### src/rtl/dma_sink.sv
// dma_sink: captures a 32-word block from a DMA channel into a local buffer,
// flags sequence errors and aborts, and serves registered random reads.
module dma_sink #(
    parameter int WIDTH = 2
) (
    input  logic             CLK,
    input  logic             CLR,
    input  logic             STATE,
    input  logic [4:0]       COUNT,
    input  logic             ONE,
    input  logic [WIDTH-1:0] DIN,
    input  logic [4:0]       RADDR,
    output logic [WIDTH-1:0] DOUT,
    output logic             VALID,
    output logic             BUSY,
    output logic             ERR,
    output logic             ABORT,
    output logic [7:0]       BLK_CNT
);

    localparam logic [1:0] IDLE  = 2'd0;
    localparam logic [1:0] RECV  = 2'd1;
    localparam logic [1:0] DONE  = 2'd2;
    localparam logic [1:0] FAULT = 2'd3;

    logic [1:0]       fsm;
    logic [4:0]       exp_addr;
    logic [5:0]       wcnt;
    logic             wr_en;
    logic [WIDTH-1:0] buffer [32];

    // A word is stored only when it is the one the sequence expects next.
    always_comb begin
        wr_en = 1'b0;
        if (STATE && !ONE) begin
            if (fsm == IDLE && COUNT == 5'd0)
                wr_en = 1'b1;
            else if (fsm == RECV && COUNT == exp_addr && wcnt < 6'd32)
                wr_en = 1'b1;
        end
    end

    // Buffer survives reset so a completed block stays readable.
    always_ff @(posedge CLK) begin
        if (!CLR && wr_en)
            buffer[COUNT] <= DIN;
    end

    assign BUSY = (fsm == RECV);

    always_ff @(posedge CLK) begin
        if (CLR) begin
            fsm      <= IDLE;
            exp_addr <= 5'd0;
            wcnt     <= 6'd0;
            VALID    <= 1'b0;
            ERR      <= 1'b0;
            ABORT    <= 1'b0;
            BLK_CNT  <= 8'd0;
            DOUT     <= '0;
        end else begin
            ABORT <= 1'b0;
            DOUT  <= buffer[RADDR];
            case (fsm)
                IDLE: begin
                    if (STATE) begin
                        if (COUNT == 5'd0 && !ONE) begin
                            exp_addr <= 5'd1;
                            wcnt     <= 6'd1;
                            VALID    <= 1'b0;
                            ERR      <= 1'b0;
                            fsm      <= RECV;
                        end else begin
                            ERR <= 1'b1;
                            fsm <= FAULT;
                        end
                    end
                end
                RECV: begin
                    // Channel drop beats completion, which beats the address check.
                    if (!STATE) begin
                        ABORT <= 1'b1;
                        fsm   <= IDLE;
                    end else if (ONE) begin
                        if (wcnt == 6'd32) begin
                            VALID   <= 1'b1;
                            BLK_CNT <= BLK_CNT + 8'd1;
                            fsm     <= DONE;
                        end else begin
                            ERR <= 1'b1;
                            fsm <= FAULT;
                        end
                    end else if (wcnt == 6'd32 && COUNT == 5'd31) begin
                        fsm <= RECV;
                    end else if (COUNT == exp_addr && wcnt < 6'd32) begin
                        exp_addr <= exp_addr + 5'd1;
                        wcnt     <= wcnt + 6'd1;
                    end else begin
                        ERR <= 1'b1;
                        fsm <= FAULT;
                    end
                end
                DONE: begin
                    if (!STATE)
                        fsm <= IDLE;
                end
                default: begin
                    if (!STATE)
                        fsm <= IDLE;
                end
            endcase
        end
    end

endmodule

### config.mk
export PLATFORM = sky130hd
export DESIGN_NAME = dma_sink
export DESIGN_NICKNAME = d
export VERILOG_FILES = /design/src/rtl/dma_sink.sv
export SDC_FILE = /design/constraint.sdc
export NUM_CORES = 1
export LEC_CHECK = 0
export CAP_MARGIN = 20
export CORE_UTILIZATION = 61
export CTS_BUF_LIST = sky130_fd_sc_hd__clkbuf_2 sky130_fd_sc_hd__clkbuf_4 sky130_fd_sc_hd__clkbuf_8
export CTS_CLUSTER_DIAMETER = 60
export DETAILED_ROUTE_END_ITERATION = 10
export PLACE_DENSITY = 0.82
export SLEW_MARGIN = 40
export SYNTH_ARGS = -nofsm -noshare
export SYNTH_HDL_FRONTEND = slang
export SYNTH_SLANG_ARGS = --single-unit
### constraint.sdc
create_clock -name CLK -period 2.7 [get_ports CLK]
set_input_delay 0.27 -clock CLK [delete_from_list [all_inputs] [get_ports CLK]]
set_output_delay 0.27 -clock CLK [all_outputs]
set_load 0.03 [all_outputs]
After elaboration in Yosys (flattened, before gate mapping)
Memories as Yosys holds them, arrays and structs flattened. A register that Yosys moved wholly into a read port is not among the register bits.
Index checks and enable logic that the tools add are counted.
Storage, ports and cells
  latch bits: 0
  bits in registers: 24
  memories kept: 1
  RAM bits: 64
  output and inout port bits: 14
  word-level logic and storage cells: 92
  bits in read-only memories: 0
Memories
  buffer: depth 32, bits a word 2, read ports 1, clocked after memory_dff 1, write ports 1, RTL line 30  | logic [WIDTH-1:0] buffer [32];
Operators by class
  muxes and demuxes: 43
  reductions and logical operators: 19
  multipliers: 0
  $lt $le $gt $ge: 1
  shifts and indexed selects: 0
  eq/ne operators: 17
  div/mod/pow operators: 0
  add/sub/neg operators: 3
  bitwise logic cells: 1
Operators by type and width (count)
  $mux W6: 6
  $mux W5: 6
  $mux W1: 19
  $mux W2: 7
  $pmux W6 S2: 1
  $reduce_and A6 Y1: 2
  $ne A2 B2 Y1 const B: 5
  $pmux W5 S2: 1
  $ne A3 B3 Y1 const B: 3
  $add A8 B1 Y8 const B: 1
  $logic_and A1 B1 Y1: 8
  $reduce_and A7 Y1: 1
  $add A6 B1 Y6 const B: 1
  $eq A6 B6 Y1 const B: 1
  $lt A6 B6 Y1 const B: 1
  $ne A2 B1 Y1 const B: 3
  $add A5 B1 Y5 const B: 1
  $eq A5 B5 Y1: 1
  $eq A5 B5 Y1 const B: 1
  $logic_not A5 Y1: 1
  $ne A5 B5 Y1 const B: 1
  $pmux W1 S2: 2
  $pmux W2 S2: 1
  $reduce_and A4 Y1: 1
  other kinds (8): 9

Depth between registers and ports, before layout
Gate-level depths: netlist of run 1.
  word-level depth: 9
  mapped depth: 7
  gate-level depth less buffers: 7

Worst setup path before layout of run 1
Ideal clock, no wire load.
  path type: input to register
  start point: input COUNT[2]
  end point: memory buffer[11][0] (enable)
  slack: 0.714 ns
  library setup time: 0.311 ns
  arrival: 1.676 ns
  cell stages on the path: 7
  path through: buf_4 -> or3_4 -> buf_6 -> nor4_1 -> a31o_2 -> nand4b_1 -> nor2_1
On the way
  longest elaborated chain between the ends: 9
  elaborated cells between the ends (all ways): 11
  classes of those cells: 1 x eq/ne; 5 x mux; 5 x reduce/logical
Ends and longest elaborated chain
  from (decl): RTL line 9  | input logic [4:0] COUNT,
  $eq A5 B5 Y1: RTL line 38  | else if (fsm == RECV && COUNT == exp_addr && wcnt < 6'd32)
  $logic_and A1 B1 Y1 (2 in a row): RTL line 38
  $mux W1: RTL line 38
  $mux W1: RTL line 36  | if (fsm == IDLE && COUNT == 5'd0)
  $mux W1: RTL line 35  | if (STATE && !ONE) begin
  $logic_and A1 B1 Y1: RTL line 45  | if (!CLR && wr_en)
  $mux W1: RTL line 45
  $mux W1 (not written as such): RTL line 46  | buffer[COUNT] <= DIN;
  to (decl): RTL line 30
Several ways; a longest one is shown, not always the timed one.

Worst setup path in the final report of run 1
  start point: input COUNT[1]
  end point: memory buffer[13][1] (enable)
The elaborated chain is that of the path after synthesis.

==> flow_summary.toml, run 1 <==
[die]
fp.coreArea_um2 = 6420
initial_core_util = 0.642
dieArea_um2 = 7090
ios = 30
die_h_um = 84.2
die_x_um = 84.2
rows = 29

[critical_path]
setup.worst_path.start_class = "input port"
endpoint_kind = "flop"
required_ns = 2.74
worstSetupPathType = "input port to flop"
cp_max_fo = 8
regToRegSetupSlack_ns = 0.54
worstPathArrival_ns = 2.38

[logic_synthesis]
synth_ff_type = "edfxtp_1"
ys_seq_elements = 90
yosys.area.top_type_share = 0.466
ys_top_cells_by_area = "edfxtp_1 47%, dfxtp_1 13%, mux4_2 6.6%, nor2_1 4.6%, mux2_2 2.2%"
syn_inst = 335
avgSynthCellArea_um2 = 12.3
syn-num-nets = 355
synth.largest_area_cell = "edfxtp_1"
ys_seq_area_frac = 0.592
synthArstFlopShare = 0
synth_edf_count = 64
synth_cell_types = 50
syn_area_um2 = 4120
yosys_warnings = 0

[run]
cap_viol_max_count = 0

[finish]
layout_common_cells = "64 x edfxtp_1, 50 x nor2_1, 29 x clkdlybuf4s50_1"
stdcell_count = 456
layout_commonest_cell = "edfxtp_1"
fin_nets = 394
drive_above_1_share = 0.156
diodes = 0
syn_to_final_growth_pct = 14.3

[placed_design]
dp.cells = 440
port_buffers = 29
place.gp.congestion = 0.891
dp_hpwl_um = 5710

[pwr]
power_density_nw_per_um2 = 531
power_w = 0.00250
p_leak_nw = 1.57
ir_drop_mv = 0.372

[timing]
slew_violations = 0
min_period_ns = 2.34
rsz0062_at_grt = "false"
relSlewSlack = 0.639
fin_setup_tns_ns = 0
finalSetupViolations = 0
finalClockSkew_ns = 0.00603
max_clock_freq_mhz = 427
hold_violations = 0
max_slew.worst_pin.slew_ns = 0.537
timing.hold.ws_ns = 0.482
finalCritPeriodShare = 0.868

[routing]
via_per_inst = 6.21
drc_errors = 2
drt-total-wl_um = 8080
wire_per_inst_um = 17.7
highest_layer = "met4"
drt-initial-drc-count = 215
num_vias = 2832
drt_first_pass_iters = 8
drt-met1-wl_um = 3440
ant_nets = 0
met3_length_um = 549
wl_met2_um = 3870

[worst_hold_path]
hp-class = "flop to flop"

[outcome]
violations = "design-rule violations"
outcome = "finished, violations left"

[cts]
tritoncts = "done"
path_clk_slew_ns = 0.08
cts_buffers = 9
clk_latency_ns = 0.35
clock-sinks = 90
htreeDepth = 3
cts_root_buf = "clkbuf_8"
hold_buffers = 0
cts_resized = 0
cts_setup_buffers = 0
cts_max_path_buffers = 2

[global_routing]
overflow = 0
grt.total_usage = 0.245
grt_pass1_wl_um = 13100
grt_max_degree = 33
grt_antenna_before_repair = 0
grt_pass1_vias = 2715
[worst paths after layout]
path	start	end	cells past startpoint
worst min-delay path	VALID	VALID	1
worst max-delay path	COUNT[1]	buffer[13][1]	6
worst max register to register	exp_addr[1]	buffer[13][1]	5
worst min register to register	VALID	VALID	1
[synth_stat cells, types with 3 or more instances]
cell,count
a211oi_1,3
a21oi_1,11
a31oi_1,3
and3_1,5
buf_2,5
buf_6,3
clkbuf_1,5
dfxtp_1,26
edfxtp_1,64
ha_1,4
inv_1,10
mux2_2,8
mux2i_1,4
mux4_2,12
nand2_1,16
nand2b_1,5
nand3_1,10
nand3b_1,6
nand4_1,7
nor2_1,50
nor3_1,8
o21ai_0,16
o22ai_1,4
o31ai_1,6
or4_1,3
xnor2_1,3
xor2_1,8
[where the power goes]
part / switching [W] / internal [W]
sequential: 0.00000580 / 0.00148
combinational: 0.000120 / 0.0000920
clock: 0.000459 / 0.000346
total: 0.000585 / 0.00192
[critical path, cell delays in order]
cell,delay (ns)
clkdlybuf4s50_1,0.50
or3_4,0.47
nor4_1,0.23
a31o_2,0.21
nand4b_1,0.37
nor2_1,0.33
[cells by family (layout without fill, tap and decap cells)]
| logic type | count (synthesis) | after routing | synth area share |
|---|---|---|---|
| compound gates | 53 | 53 | 0.0834 |
| xor+xnor | 11 | 11 | 0.0234 |
| mux | 24 | 24 | 0.0971 |
| fa+ha+maj | 4 | 4 | 0.0121 |
| flops | 90 | 90 | 0.592 |
| simple gates | 128 | 128 | 0.161 |
| buf+inv | 25 | 69 | 0.0306 |
[flip-flops by register name (all words and copies together) (netlist names)]
signal    flops
VALID         1
fsm           2
buffer       64
BLK_CNT       8
DOUT          2
wcnt          6
exp_addr      5
ABORT         1
ERR           1
[per-stage QoR]
| step | cell area (um^2) | utilization | worst slack, ns |
|---|---|---|---|
| global route | 4710 | 0.734 | 0.176 |
| detailed placement | 4540 | 0.707 | 0.0491 |
| finish | 4710 | 0.734 | 0.357 |
| global placement | 4540 | 0.707 | 0.176 |
| CTS | 4710 | 0.734 | 0.423 |
| floorplan | 4120 | - | 0.714 |
[routing by layer]
layer	up-vias	GRT usage
li1	1341	-
met1	1328	0.332
met2	140	0.398
met3	23	0.0324
met4	0	0.111
met5	-	0
[layout make-up]
type / count / area (um^2)
sequential: 90 / 2440
fill: 442 / 1710
multi-input combinational: 220 / 1560
timing repair buffer: 43 / 408
clock buffer: 10 / 131
tap: 77 / 96.3
clock inverter: 6 / 41.3
inverter: 10 / 37.5
No activity file was read; power rests on OpenSTA's default activity.
==> run 2: changes to the inputs <==
--- a/config.mk
+++ b/config.mk
@@ -8,7 +8,6 @@
 export CAP_MARGIN = 20
 export CORE_UTILIZATION = 61
 export CTS_BUF_LIST = sky130_fd_sc_hd__clkbuf_2 sky130_fd_sc_hd__clkbuf_4 sky130_fd_sc_hd__clkbuf_8
-export CTS_CLUSTER_DIAMETER = 60
 export DETAILED_ROUTE_END_ITERATION = 10
 export PLACE_DENSITY = 0.82
 export SLEW_MARGIN = 40
==> results of run 2 <==
The final DEF is identical to that of run 1; final timing and power are the same.
==> run 3: changes to the inputs <==
--- a/config.mk
+++ b/config.mk
@@ -5,6 +5,7 @@
 export SDC_FILE = /design/constraint.sdc
 export NUM_CORES = 1
 export LEC_CHECK = 0
+export ABC_CLOCK_PERIOD_IN_PS = 2700
 export CAP_MARGIN = 20
 export CORE_UTILIZATION = 61
 export CTS_BUF_LIST = sky130_fd_sc_hd__clkbuf_2 sky130_fd_sc_hd__clkbuf_4 sky130_fd_sc_hd__clkbuf_8
==> results of run 3 <==
The final DEF is identical to that of run 1; final timing and power are the same.
